File: config.mk
export PLATFORM = sky130hd
export DESIGN_NAME = rom_rr_arbiter_flat
export DESIGN_NICKNAME = d
export VERILOG_FILES = /design/src/rtl/rom_rr_arbiter_if.sv /design/src/rtl/rom_rr_arbiter.sv /design/src/flat_wrapper.sv
export SDC_FILE = /design/constraint.sdc
export NUM_CORES = 1
export LEC_CHECK = 0
export CELL_PAD_IN_SITES_DETAIL_PLACEMENT = 0
export CELL_PAD_IN_SITES_GLOBAL_PLACEMENT = 1
export CORE_AREA = 8 8 78 80
export DETAILED_ROUTE_END_ITERATION = 12
export DIE_AREA = 0 0 86 88
export PLACE_DENSITY_LB_ADDON = 0.1
export SLEW_MARGIN = 20
export SYNTH_ARGS = -nofsm -noshare
export SYNTH_HDL_FRONTEND = slang
export SYNTH_SLANG_ARGS = --single-unit
File: constraint.sdc
create_clock -name clk -period 3.1 [get_ports clk]
set_clock_uncertainty 0.15 [all_clocks]
set_input_delay 0.62 -clock clk [delete_from_list [all_inputs] [get_ports clk]]
set_output_delay 0.62 -clock clk [all_outputs]
set_load 0.02 [all_outputs]
File: src/rtl/rom_rr_arbiter_if.sv
// Bus between the requesters, the ROM and rom_rr_arbiter.
// The slave modport is the arbiter's view. The master modport is the requester and ROM side.
interface rom_rr_arbiter_if #(
    parameter int unsigned NUM_REQ = 4,
    parameter int unsigned ADDR_W  = 8,
    parameter int unsigned DATA_W  = 8
);
    localparam int unsigned IdW = $clog2(NUM_REQ);

    logic                      en;
    logic [NUM_REQ-1:0]        req;
    logic [NUM_REQ*ADDR_W-1:0] req_addr;
    logic [NUM_REQ-1:0]        gnt;
    logic [ADDR_W-1:0]         rom_address;
    logic [DATA_W-1:0]         rom_data;
    logic                      rsp_valid;
    logic [IdW-1:0]            rsp_id;
    logic [DATA_W-1:0]         rsp_data;

    modport slave (
        input  en, req, req_addr, rom_data,
        output gnt, rom_address, rsp_valid, rsp_id, rsp_data
    );

    modport master (
        output en, req, req_addr, rom_data,
        input  gnt, rom_address, rsp_valid, rsp_id, rsp_data
    );
endinterface

File: src/rtl/rom_rr_arbiter.sv
// Round-robin arbiter that shares one ROM among NUM_REQ requesters and returns tagged read data.
// Defining ROM_ARB_PRIO0_EN gives requester 0 fixed top priority.
module rom_rr_arbiter #(
    parameter int unsigned NUM_REQ = 4,
    parameter int unsigned ADDR_W  = 8,
    parameter int unsigned DATA_W  = 8,
    parameter int unsigned ROM_LAT = 1
) (
    input logic             clk,
    input logic             rst,
    rom_rr_arbiter_if.slave bus
);
    localparam int unsigned IdW = $clog2(NUM_REQ);

    logic [IdW-1:0]              ptr_q, ptr_d;
    logic [ADDR_W-1:0]           addr_q, addr_d;
    logic [ROM_LAT:0]            tag_v_q, tag_v_d;
    logic [ROM_LAT:0][IdW-1:0]   tag_id_q, tag_id_d;
    logic                        rsp_v_q, rsp_v_d;
    logic [IdW-1:0]              rsp_id_q, rsp_id_d;
    logic [DATA_W-1:0]           rsp_data_q, rsp_data_d;

    logic                        found;
    logic                        pri0_hit;
    logic [IdW-1:0]              win;
    logic                        accept;
    int unsigned                 idx;

    // Search from ptr upward with wrap. The first requester found wins.
    always_comb begin
        found    = 1'b0;
        pri0_hit = 1'b0;
        win      = '0;
        idx      = 0;
        for (int unsigned o = 0; o < NUM_REQ; o++) begin
            idx = (32'(ptr_q) + o) % NUM_REQ;
            if (!found && bus.req[idx]) begin
                found = 1'b1;
                win   = IdW'(idx);
            end
        end
`ifdef ROM_ARB_PRIO0_EN
        if (bus.req[0]) begin
            found    = 1'b1;
            pri0_hit = 1'b1;
            win      = '0;
        end
`endif
    end

    assign accept  = found & bus.en & ~rst;
    assign bus.gnt = accept ? (NUM_REQ'(1) << win) : '0;

    always_comb begin
        ptr_d  = ptr_q;
        addr_d = addr_q;
        if (accept) begin
            addr_d = bus.req_addr[win*ADDR_W +: ADDR_W];
            if (!pri0_hit) begin
                ptr_d = (32'(win) == NUM_REQ - 1) ? '0 : win + 1'b1;
            end
        end
    end

    // The tag pipeline runs in step with the ROM latency, so the last stage lines up with rom_data.
    always_comb begin
        tag_v_d     = '0;
        tag_id_d    = '0;
        tag_v_d[0]  = accept;
        tag_id_d[0] = win;
        for (int i = 1; i <= int'(ROM_LAT); i++) begin
            tag_v_d[i]  = tag_v_q[i-1];
            tag_id_d[i] = tag_id_q[i-1];
        end
    end

    always_comb begin
        rsp_v_d    = tag_v_q[ROM_LAT];
        rsp_id_d   = rsp_id_q;
        rsp_data_d = rsp_data_q;
        if (tag_v_q[ROM_LAT]) begin
            rsp_id_d   = tag_id_q[ROM_LAT];
            rsp_data_d = bus.rom_data;
        end
    end

    always_ff @(posedge clk or posedge rst) begin
        if (rst) begin
            ptr_q      <= '0;
            addr_q     <= '0;
            tag_v_q    <= '0;
            tag_id_q   <= '0;
            rsp_v_q    <= 1'b0;
            rsp_id_q   <= '0;
            rsp_data_q <= '0;
        end else begin
            ptr_q      <= ptr_d;
            addr_q     <= addr_d;
            tag_v_q    <= tag_v_d;
            tag_id_q   <= tag_id_d;
            rsp_v_q    <= rsp_v_d;
            rsp_id_q   <= rsp_id_d;
            rsp_data_q <= rsp_data_d;
        end
    end

    assign bus.rom_address = addr_q;
    assign bus.rsp_valid   = rsp_v_q;
    assign bus.rsp_id      = rsp_id_q;
    assign bus.rsp_data    = rsp_data_q;
endmodule

File: src/flat_wrapper.sv
// flat-port wrapper written by rule: the top's interface ports become plain ports
module rom_rr_arbiter_flat 
#(
    parameter int unsigned NUM_REQ = 4,
    parameter int unsigned ADDR_W  = 8,
    parameter int unsigned DATA_W  = 8,
    parameter int unsigned ROM_LAT = 1
)
  (clk, rst, bus_en, bus_req, bus_req_addr, bus_rom_data, bus_gnt, bus_rom_address, bus_rsp_valid, bus_rsp_id, bus_rsp_data);
  rom_rr_arbiter_if #(.NUM_REQ(NUM_REQ), .ADDR_W(ADDR_W), .DATA_W(DATA_W)) bus_i ();
  input logic clk;
  input logic rst;
  input wire logic [$bits(bus_i.en)-1:0] bus_en;
  input wire logic [$bits(bus_i.req)-1:0] bus_req;
  input wire logic [$bits(bus_i.req_addr)-1:0] bus_req_addr;
  input wire logic [$bits(bus_i.rom_data)-1:0] bus_rom_data;
  output wire logic [$bits(bus_i.gnt)-1:0] bus_gnt;
  output wire logic [$bits(bus_i.rom_address)-1:0] bus_rom_address;
  output wire logic [$bits(bus_i.rsp_valid)-1:0] bus_rsp_valid;
  output wire logic [$bits(bus_i.rsp_id)-1:0] bus_rsp_id;
  output wire logic [$bits(bus_i.rsp_data)-1:0] bus_rsp_data;
  assign bus_i.en = bus_en;
  assign bus_i.req = bus_req;
  assign bus_i.req_addr = bus_req_addr;
  assign bus_i.rom_data = bus_rom_data;
  assign bus_gnt = bus_i.gnt;
  assign bus_rom_address = bus_i.rom_address;
  assign bus_rsp_valid = bus_i.rsp_valid;
  assign bus_rsp_id = bus_i.rsp_id;
  assign bus_rsp_data = bus_i.rsp_data;
  rom_rr_arbiter #(.NUM_REQ(NUM_REQ), .ADDR_W(ADDR_W), .DATA_W(DATA_W), .ROM_LAT(ROM_LAT)) u_core (.clk(clk), .rst(rst), .bus(bus_i));
endmodule
---- Word-level counts from Yosys, hierarchy flattened ----
Index checks and enable logic that the tools add are counted.
word-level totals
  register bits after elaboration ......... 27
  latch bits .............................. 0
  memory bits (writable) .................. 0
  ROM bits ................................ 0
  bits of input ports ..................... 47
  output and inout bits ................... 23
  word-level logic and storage cells ...... 46
  memories kept ........................... 0
cells by class
  add/subtract/negate cells ............... 4
  $mul .................................... 0
  divide/modulo/power cells ............... 0
  order comparisons ....................... 4
  equal/unequal tests ..................... 1
  shift operators ......................... 2
  muxes and demuxes ....................... 18
  bitwise operators ....................... 3
  reduce and logical (&&, ||, !) cells .... 6
operators by type and width
  kind                 number
  $shiftx 32x6->8      1
  $lt 2x3->1 const B   4
  $mux 2               5
  $bmux 1 s2           4
  $mux 1               8
  $add 2x1->2 const B  2
  $add 2x2->2 const B  2
  $mux 4               1
  $shl 1x2->4 const A  1
  $logic_and 1x1->1    3
  $logic_not 1->1      3
  $and 1x1->1          2
  $eq 2x2->1 const B   1
  $not 1->1            1

---- Logic depth before layout (Yosys ltp) ----
Gate-level depths: netlist of run 1.
  depth in word-level cells ............... 15
  gate-level depth with buffers ........... 9
  depth with buffers taken out ............ 6

---- Worst setup path after synthesis of run 1 ----
Ideal clock, no wire load.
  path kind ............................... input port to output port
  from .................................... in bus_req[1]
  to ...................................... out bus_gnt[3]
  arrival ................................. 1.810 ns
  data required time ...................... 2.330 ns
  slack ................................... 0.520 ns
  stages .................................. 7
  buffers on the path ..................... 2
  path through ............................ or3b_4 > o221ai_2 > buf_8 > clkbuf_8 > inv_1 > ha_1 > and2_1
on the way
  word-level cells in the longest chain between the ends .. 15
  elaborated cells on any way between the ends .. 26
  those cells by class .................... 1 x shift; 17 x mux; 2 x bitwise; 6 x reduce/logical
RTL lines
  what                          RTL line              RTL
  from (decl)                   flat_wrapper.sv:14    input wire logic [$bits(bus_i.req)-1:0] bus_req;
  $bmux 1 s2                    rom_rr_arbiter.sv:37  if (!found && bus.req[idx]) begin
  $mux 1 (not written as such)  rom_rr_arbiter.sv:37
  $mux 1                        rom_rr_arbiter.sv:37
  $logic_not 1->1               rom_rr_arbiter.sv:37
  $logic_and 1x1->1             rom_rr_arbiter.sv:37
  $mux 1                        rom_rr_arbiter.sv:37
  $logic_not 1->1               rom_rr_arbiter.sv:37
  $logic_and 1x1->1             rom_rr_arbiter.sv:37
  $mux 1                        rom_rr_arbiter.sv:37
  $logic_not 1->1               rom_rr_arbiter.sv:37
  $logic_and 1x1->1             rom_rr_arbiter.sv:37
  $mux 1                        rom_rr_arbiter.sv:37
  $and 1x1->1 (2 in series)     rom_rr_arbiter.sv:51  assign accept = found & bus.en & ~rst;
  $mux 4 *                      rom_rr_arbiter.sv:52  assign bus.gnt = accept ? (NUM_REQ'(1) << win) : '0;
  to (decl)                     flat_wrapper.sv:17    output wire logic [$bits(bus_i.gnt)-1:0] bus_gnt;
Mark *: on every way between the ends. The rest lies on a longest branch, timed or not. The select of a mux whose other input is x is not followed.

---- Worst setup path in the final report of run 1 ----
  from .................................... in bus_req[0]
  to ...................................... out bus_gnt[3]
Same word-level chain as after synthesis.

==> results.md, run 1 <==
* Post-DP Area at 0.00216 mm²
* Status: finished, final reports clean
* Final number of hold-violating endpoints at 0
* Final HPWL DP at 2880 µm
* Synthesized area at 0.00135 mm²
* Area Growth Syn to Fin at 62.2%
* Antenna Cells at 0
* Crit path DAT at ~2200 ps
* Relative slew slack at 70.6%
* Critical Path Source Type: input port
* Worst path cell trace: clkdlybuf4s50_1, a21oi_1, o21ai_1, o2bb2a_2, ha_1, and2_1, clkbuf_2
* Largest net degree at the start of global routing at 28
* Final Max Slew Viols at 0
* Reg-to-reg startpoint: u_core.ptr_q[1]$_DFFE_PP0P_
* Seq/Total Area, Yosys at 50.0%
* Leading area contributor after synthesis: dfrtp_1
* Iter 0 DRT Violations at 17
* Syn Nets at 163
* Register bit count reported by yosys at 27
* Share of the synthesized area in the top cell type at 50.0%
* R2r worst-path depth at 7
* Worst VDD drop at 0.269 mV
* Final net count at between 200 and 250
* Num CTS Buffers at 3
* Power share of the sequential group at 37.0%
* Number of global-route vias before repair at 1295
* Synth area leaders: dfrtp_1 (50%), mux2i_1 (13%), mux2_2 (9.2%), a31o_1 (5.2%), a21oi_1 (3.7%)
* Per-cell routed wire length at about 14 µm
* Overall routed net length at 3580 µm
* First-pass GRT wire length at 6080 µm
* R2R Path End: u_core.bus.rom_address[4]$_DFFE_PP0P_
* Grt ovf at 0
* Post-route minimum period at approximately 3000 ps
* Die area at 0.00757 mm²
* Capture point of the critical path: bus_gnt[3]
* Hold Crit Class: register to register
* Worst-margin pin slew at between 400 and 500 ps
* IO Port Bufs at 69
* Critical path's top delay family: buffers and inverters
* FF-to-FF setup slack at between 900 and 1000 ps
* Crit end category: primary output
* CP peak stage delay at approximately 520 ps
* Critical Path Start: bus_req[0]
* CTS Root Cell: clkbuf_8
* DR pass1 iterations at 2
* Final cycle utilization of the critical path at a little over nine tenths
* Die Ht at 88 µm
* CP max FO at 5
* Most frequent cells in the layout: clkdlybuf4s50_1 (64), dfrtp_1 (27), mux2i_1 (17)
* Ys Warns at 0
* Clock transition at path regs at ~90 ps
* Ratio of cells with drive above 1 in the final layout at 18.2%
* RD Place Congestion at 0.724
* Gr usage total at 9.97%
* Buf+Inv Stages, Crit Path at 2
* Fmax at between 300 and 400 MHz
* # setup viols final at 0
* Cell count after synthesis at 115
* Clock buffer depth at 2
* Slowest cell on crit path: clkdlybuf4s50_1
* IO Pins at 70
* Count of cell types in the netlist at 28
* Int Pwr at 0.912 mW
* Placed cells at 258
* H-tree levels at 1
* Worst skew pair latency at roughly 270 ps
* Post-Syn Area per Cell at 11.8 µm²
* Leak at 0.955 nW
* Req. time, crit path at 2330 ps
* Final Cell Area at 0.00219 mm²
* CTS tree: done
* Max-Cap Viols at 0
* Clock power share at between 10 and 15%
* RSZ-0062 raised after global routing: false
* Post-CTS Setup Inserts at 0
* Routed via count at between 1000 and 1500
* Chip width at approximately 86 µm
* Levels on crit path at 7
* Switching Fraction at a little over a third
* Starting Density at 27.5%
* DRC violations left at 0
* Pwr Density at 640 mW/mm²
* WS Path Type: input port to primary output
* Combinational share of power at 48.7%
* Number of cell rows at 26
* Initial antenna violation count at 0
* ANT nets after route at 0
* Vias per cell at 4.37
* Core Region at 0.00491 mm²
* Final std cells w/o fill at 262
* Commonest non-fill, non-tap cell in the layout: clkdlybuf4s50_1
* Switch Pwr at 0.492 mW
* CTS Sinks at 27
## worst min path at each step
stage / startpoint / endpoint / slack [ps] / cells past startpoint
floorplan: u_core.tag_id_d[2]$_DFF_PP0_ / u_core.tag_id_q[2]$_DFF_PP0_ / 180 / 0
detailed placement: u_core.tag_v_q[0]$_DFF_PP0_ / u_core.tag_v_q[1]$_DFF_PP0_ / 180 / 0
global placement: u_core.tag_v_q[0]$_DFF_PP0_ / u_core.tag_v_q[1]$_DFF_PP0_ / 180 / 0
finish: u_core.tag_v_q[0]$_DFF_PP0_ / u_core.tag_v_q[1]$_DFF_PP0_ / 200 / 0
global route: u_core.tag_id_d[2]$_DFF_PP0_ / u_core.tag_id_q[2]$_DFF_PP0_ / 200 / 0
CTS: u_core.tag_v_q[0]$_DFF_PP0_ / u_core.tag_v_q[1]$_DFF_PP0_ / 200 / 0
## logic make-up (layout without fill, tap and decap cells)
group | Yosys count | count (layout) | synth area share, %
adders and majority gates | 1 | 1 | 0.925
buffers and inverters | 12 | 89 | 5.55
and+or+nand+nor | 20 | 20 | 7.59
DFF | 27 | 27 | 50.0
muxes | 28 | 28 | 21.7
AOI/OAI and AO/OA | 27 | 27 | 14.2
## per-layer routing
layer  up-vias  wire length [µm]  GRT usage (%)
met1       532              1540           10.9
met3         4               345           5.25
met4         0                15           1.91
met5         -                 0              0
met2        44              1680           16.9
li1        566                 -              -
## cell type report
type / count / area (µm²)
inverters: 5 / 18.8
multi-input cells: 76 / 607
flip-flops and latches: 27 / 676
repair buffers: 80 / 756
well taps: 70 / 87.6
fillers: 469 / 2720
clock buffers: 3 / 41.3
clock inverters: 1 / 7.51
## power groups by stage
stage | registers, mW | logic [mW] | clock network [mW]
2_1_floorplan | 0.599 | 0.338 | 0
3_3_place_gp | 0.521 | 0.692 | 0
6_report | 0.519 | 0.684 | 0.201
4_1_cts | 0.522 | 0.695 | 0.211
3_5_place_dp | 0.528 | 0.695 | 0
5_1_grt | 0.536 | 0.747 | 0.229
## worst reg2reg max path: cells and delay by family (launching register included)
kind            cells  cell delay, ps
compound gates      3             290
buf+inv             2             420
flops               1             480
mux                 1             270
simple gates        1             430
## state kept, by name, indices dropped and copies added (netlist names)
signal and count:
u_core.bus.rom_address 8, u_core.bus.rsp_data 8, u_core.bus.rsp_id 2, u_core.ptr_q 2
u_core.tag_id_d 2, u_core.tag_id_q 2, u_core.tag_v_q 2, u_core.bus.rsp_valid 1
## stage by stage
| stage | worst slack, ps | utilization, % | TNS [ps] | hold slack [ps] | power [mW] |
|---|---|---|---|---|---|
| detailed placement | -369 | 43.9 | -1220 | 185 | 1.22 |
| global route | 2.01 | 44.7 | 0 | 200 | 1.51 |
| CTS | 6.28 | 44.8 | 0 | 199 | 1.43 |
| global placement | -262 | 43.9 | -835 | 183 | 1.21 |
| finish | 141 | 44.7 | 0 | 199 | 1.40 |
| floorplan | 520 | - | 0 | 181 | 0.937 |
## cells in the mapped netlist
cell type	count
a21boi_0	1
a21oi_1	10
a21oi_2	1
a31o_1	8
and2_1	1
buf_2	1
buf_6	1
buf_8	1
clkbuf_1	3
clkbuf_8	1
dfrtp_1	27
ha_1	1
inv_1	5
mux2_2	11
mux2i_1	17
nand2_1	2
nand2b_1	1
nor2_1	10
nor2b_1	1
nor3_1	1
nor3_2	1
nor4_1	1
o21ai_0	3
o221ai_2	1
o22ai_1	1
o2bb2a_1	2
or3_1	1
or3b_4	1
## what timing repair did
action | 4_1_cts | 5_1_grt
resized for setup | 8 | 7
cloned | 0 | 0
hold buffers | 0 | 0
endpoints found under the setup margin | 4 | 4
No activity file was read; power rests on OpenSTA's default activity.
==> run 2, diff against run 1 <==
Settings changed: SETUP_SLACK_MARGIN from default to 0.4, SKIP_CTS_REPAIR_TIMING from default to 1, SKIP_LAST_GASP from default to 1.
==> results.md, run 2 (synthesis gave the netlist of run 1 again) <==
* Gr usage total at 9.97% (unchanged)
* IO Pins at 70 (unchanged)
* Clock transition at path regs at 90 ps (about the same)
* CTS tree: done
* Antenna Cells at 0 (unchanged)
* Die Ht at 88 µm (unchanged)
* Area Growth Syn to Fin at 65.2%
* Crit end category: primary output
* RD Place Congestion at 0.724 (unchanged)
* Reg-to-reg startpoint: u_core.ptr_q[1]$_DFFE_PP0P_
* DRC violations left at 0 (unchanged)
* Num CTS Buffers at 3 (unchanged)
* CP max FO at 4 (-1)
* Final std cells w/o fill at 263 (+0.38%)
* CP peak stage delay at 420 ps (-100 ps)
* ANT nets after route at 0 (unchanged)
* CTS Root Cell: clkbuf_8
* Ratio of cells with drive above 1 in the final layout at 20.2% (+2.0 points)
* Leak at 1.02 nW (+6.4%)
* Relative slew slack at 70.6% (about the same)
* Worst path cell trace: clkdlybuf4s50_1, nand2b_1, nor2_1, nand2_1, nor2_1, dlymetal6s2s_1
* Core Region at 0.00491 mm² (unchanged)
* Final cycle utilization of the critical path at 83.7% (-12 points)
* Max-Cap Viols at 0 (unchanged)
* Crit path DAT at 1820 ps (-370 ps)
* Status: finished, final reports clean
* Per-cell routed wire length at 13.7 µm (about the same)
* Grt ovf at 0 (unchanged)
* Pwr Density at 638 mW/mm² (-0.35%)
* # setup viols final at 0 (unchanged)
* Initial antenna violation count at 0 (unchanged)
* Die area at 0.00757 mm² (unchanged)
* Overall routed net length at 3600 µm (+0.36%)
* WS Path Type: input port to primary output
* Routed via count at 1149 (+0.26%)
* Hold Slack at 200 ps (+0.512 ps)
* Most used cell, CP: nor2_1
* Setup_tns at 0 ps (unchanged)
* Worst VDD drop at 0.269 mV (+0.15%)
* Vias per cell at 4.37 (-0.12%)
* First-pass GRT wire length at 6080 µm (unchanged)
* Fmax at 385 MHz (+14%)
* Critical Path Source Type: input port
* Placed cells at 258 (unchanged)
* RSZ-0062 raised after global routing: false
* Critical Path Start: rst
* Worst-margin pin slew at 441 ps (+0.180 ps)
* Number of cell rows at 26 (unchanged)
* Worst skew pair latency at 270 ps (about the same)
* Slowest cell on crit path: clkdlybuf4s50_1
* Chip width at 86 µm (unchanged)
* Number of global-route vias before repair at 1293 (-0.15%)
* Final number of hold-violating endpoints at 0 (unchanged)
* DR pass1 iterations at 2 (unchanged)
* Largest net degree at the start of global routing at 28 (unchanged)
* HP Start: u_core.tag_v_q[0]$_DFF_PP0_
* CTS Sinks at 27 (unchanged)
* Post-route minimum period at 2590 ps (-365 ps)
* IO Port Bufs at 69 (unchanged)
* Final net count at 242 (+0.41%)
* Iter 0 DRT Violations at 21 (+4)
* Clock buffer depth at 2 (unchanged)
* Final Max Slew Viols at 0 (unchanged)
* Final HPWL DP at 2880 µm (unchanged)
* Commonest non-fill, non-tap cell in the layout: clkdlybuf4s50_1
* Hold Crit Class: register to register
* Starting Density at 27.5% (unchanged)
* Req. time, crit path at 2330 ps (about the same)
* H-tree levels at 1 (unchanged)
* Most frequent cells in the layout: clkdlybuf4s50_1 (61), dfrtp_1 (26), mux2i_1 (17)
==> run 2: layer usage <==
metal	up-vias	track usage, %	share of wire, %	wire length, µm
met5	-	0	0	0
met4	0	1.91	0.42	15
met3	4	5.25	9.6	345
met2	44	16.9	47	1680
met1	533	10.9	43	1550
li1	568	-	-	-
==> run 2: critical path: cells and delay by family <==
kind / cells / cell delay [ps]
AND/OR/NAND/NOR: 4 / 550
buffers and inverters: 2 / 650
==> run 2: metrics by stage <==
step                      power, mW  util [%]  instance area (µm²)  worst slack (ps)
after floorplan               0.937         -                 1350               520
after global placement         1.21      43.9                 2160              -262
after detailed placement       1.22      43.9                 2160              -369
after CTS                      1.43      44.9                 2210              -379
after global routing           1.53      45.5                 2230               407
final                          1.43      45.5                 2230               506
==> run 2: cell type report <==
type	count	area [µm²]
fillers	465	2680
multi-input cells	76	624
well taps	70	87.6
repair buffers	81	778
clock inverters	1	7.51
flip-flops and latches	27	677
clock buffers	3	41.3
inverters	5	18.8
==> run 2: path summary, 6_finish.rpt <==
check,end,slack [ps],depth (start not counted)
worst max register to register,u_core.bus.rom_address[4]$_DFFE_PP0P_,970,7
min in group asynchronous,u_core.bus.rom_address[5]$_DFFE_PP0P_,590,3
worst min-delay path,u_core.tag_v_q[1]$_DFF_PP0_,200,0
worst max-delay path,bus_gnt[2],510,6
worst min register to register,u_core.tag_v_q[1]$_DFF_PP0_,200,0
max in group asynchronous,u_core.ptr_q[1]$_DFFE_PP0P_,1940,3
==> run 2: where the power goes <==
group          internal (mW)  switching, mW
logic                  0.379          0.326
registers              0.458         0.0622
clock network         0.0911          0.110
total                  0.927          0.498
==> run 3, diff against run 2 <==
Clock period 3.1 ns to 2.53 ns, I/O delays scaled along.
==> results.md, run 3 (synthesis gave the netlist of run 1 again) <==
* Status: finished, final reports clean
* # setup viols final at 0 (unchanged)
* Ratio of cells with drive above 1 in the final layout at 30.2% (+10 points)
* Int Pwr at 1.22 mW (+31%)
* WS Path Type: register to primary output
* Antenna Cells at 0 (unchanged)
* Most frequent cells in the layout: clkdlybuf4s50_1 (61), dfrtp_1 (25), buf_4 (19)
* Req. time, crit path at 1870 ps (-460 ps)
* CTS Root Cell: clkbuf_8
* Starting Density at 27.5% (unchanged)
* Fmax at 420 MHz
* Commonest non-fill, non-tap cell in the layout: clkdlybuf4s50_1
* Most used cell, CP: buf_6
* ANT nets after route at 0 (unchanged)
* Worst-margin pin slew at 447 ps (+6.53 ps)
* Leak at 1.04 nW (+2.4%)
* H-tree levels at 1 (unchanged)
* Die Ht at 88 µm (unchanged)
* Power share of the sequential group at 33.9% (-2.6 points)
* Final number of hold-violating endpoints at 0 (unchanged)
* Routed via count at 1183 (+3.0%)
* DRC violations left at 0 (unchanged)
* Worst VDD drop at 0.349 mV (+30%)
* Clock buffer depth at 2 (unchanged)
* Post-route minimum period at 2380 ps
* Combinational share of power at 53.2% (+3.8 points)
* Post-DP Area at 0.00225 mm² (+4.3%)
* Critical path's top delay family: compound AO/OA/AOI/OAI gates
* Initial antenna violation count at 0 (unchanged)
* IO Pins at 70 (unchanged)
* Die area at 0.00757 mm² (unchanged)
* Number of cell rows at 26 (unchanged)
* Number of global-route vias before repair at 1280 (-1.0%)
* Final HPWL DP at 3090 µm (+7.4%)
* Grt ovf at 0 (unchanged)
* Num CTS Buffers at 3 (unchanged)
* Final cycle utilization of the critical path at 94.1%
* Pwr Density at 794 mW/mm² (+25%)
* Critical Path Source Type: register
* Hold Crit Class: register to register
* Vias per cell at 4.35 (-0.45%)
* Hold Slack at 202 ps (+2.08 ps)
* Final std cells w/o fill at 272 (+3.4%)
* Max-Cap Viols at 0 (unchanged)
* DR pass1 iterations at 4 (+2)
* Buf+Inv Stages, Crit Path at 2 (unchanged)
* Switching Fraction at 35.2% (+0.32 points)
* CP max FO at 7 (+3)
* Final Max Slew Viols at 0 (unchanged)
* Clock power share at 12.8% (-1.3 points)
* Chip width at 86 µm (unchanged)
* Final Cell Area at 0.00237 mm² (+6.1%)
* Core Region at 0.00491 mm² (unchanged)
* CTS tree: done
* RD Place Congestion at 0.781 (+7.9%)
* Worst path cell trace: a21oi_2, o21ai_2, o2bb2a_4, buf_6, ha_4, and2_4, buf_6
* Placed cells at 263 (+1.9%)
* RSZ-0062 raised after global routing: true
* Clock transition at path regs at 90 ps (about the same)
* Iter 0 DRT Violations at 16 (-24%)
* Switch Pwr at 0.664 mW (+33%)
* CTS Sinks at 27 (unchanged)
* First-pass GRT wire length at 6130 µm (+0.92%)
* Area Growth Syn to Fin at 75.3%
* Final net count at 251 (+3.7%)
* IO Port Bufs at 69 (unchanged)
* Dpl ws at -695 ps (-326 ps)
* Slack of the critical path at 149 ps (-357 ps)
* Overall routed net length at 3890 µm (+8.1%)
* CP peak stage delay at 480 ps (+60 ps)
* Relative slew slack at 70.2% (-0.44 points)
* Crit path DAT at 1720 ps (-100 ps)
* Per-cell routed wire length at 14.3 µm (+4.5%)
* Worst skew pair latency at 270 ps (about the same)
* Crit end category: primary output
* Gr usage total at 10.1% (+0.16 points)
* Slowest cell on crit path: dfrtp_2
* Largest net degree at the start of global routing at 28 (unchanged)
==> run 3: final timing paths <==
path	cells after the start	start	end	slack, ps
max	7	u_core.ptr_q[1]$_DFFE_PP0P_	bus_gnt[3]	150
min	0	u_core.tag_v_q[0]$_DFF_PP0_	u_core.tag_v_q[1]$_DFF_PP0_	200
max reg2reg	7	u_core.ptr_q[1]$_DFFE_PP0P_	u_core.bus.rom_address[3]$_DFFE_PP0P_	470
min reg2reg	0	u_core.tag_v_q[0]$_DFF_PP0_	u_core.tag_v_q[1]$_DFF_PP0_	200
max in group asynchronous	3	rst	u_core.ptr_q[1]$_DFFE_PP0P_	1500
min in group asynchronous	3	rst	u_core.bus.rom_address[7]$_DFFE_PP0P_	450
==> run 3: layout make-up <==
cell class / instances / area, µm²
clock buffer: 3 / 41.3
clock inverter: 1 / 5.00
fill: 458 / 2540
inverter: 5 / 21.3
multi-input combinational: 76 / 683
sequential: 27 / 678
tap: 70 / 87.6
timing repair buffer: 90 / 855
==> run 3: routing by layer <==
layer | global-route usage (%) | routed length [µm]
met1 | 11.3 | 1580
met2 | 17.6 | 2040
met3 | 3.10 | 216
met4 | 3.82 | 48
met5 | 0 | 0
==> run 3: metrics by stage <==
step                      setup TNS [ps]  utilization, %  power [mW]
after detailed placement           -4320            45.8        1.57
after CTS                          -2740            46.7        1.82
final                                  0            48.3        1.88
after global placement             -3590            45.8        1.54
after floorplan                        0               -        1.21
after global routing                   0            48.3        2.02
==> run 3: power by group through the flow <==
stage | Clock (mW) | Combinational (mW) | Sequential, mW
2_1_floorplan | 0 | 0.474 | 0.734
3_3_place_gp | 0 | 0.905 | 0.639
3_5_place_dp | 0 | 0.923 | 0.646
4_1_cts | 0.254 | 0.929 | 0.638
5_1_grt | 0.271 | 1.08 | 0.666
6_report | 0.242 | 1.00 | 0.639
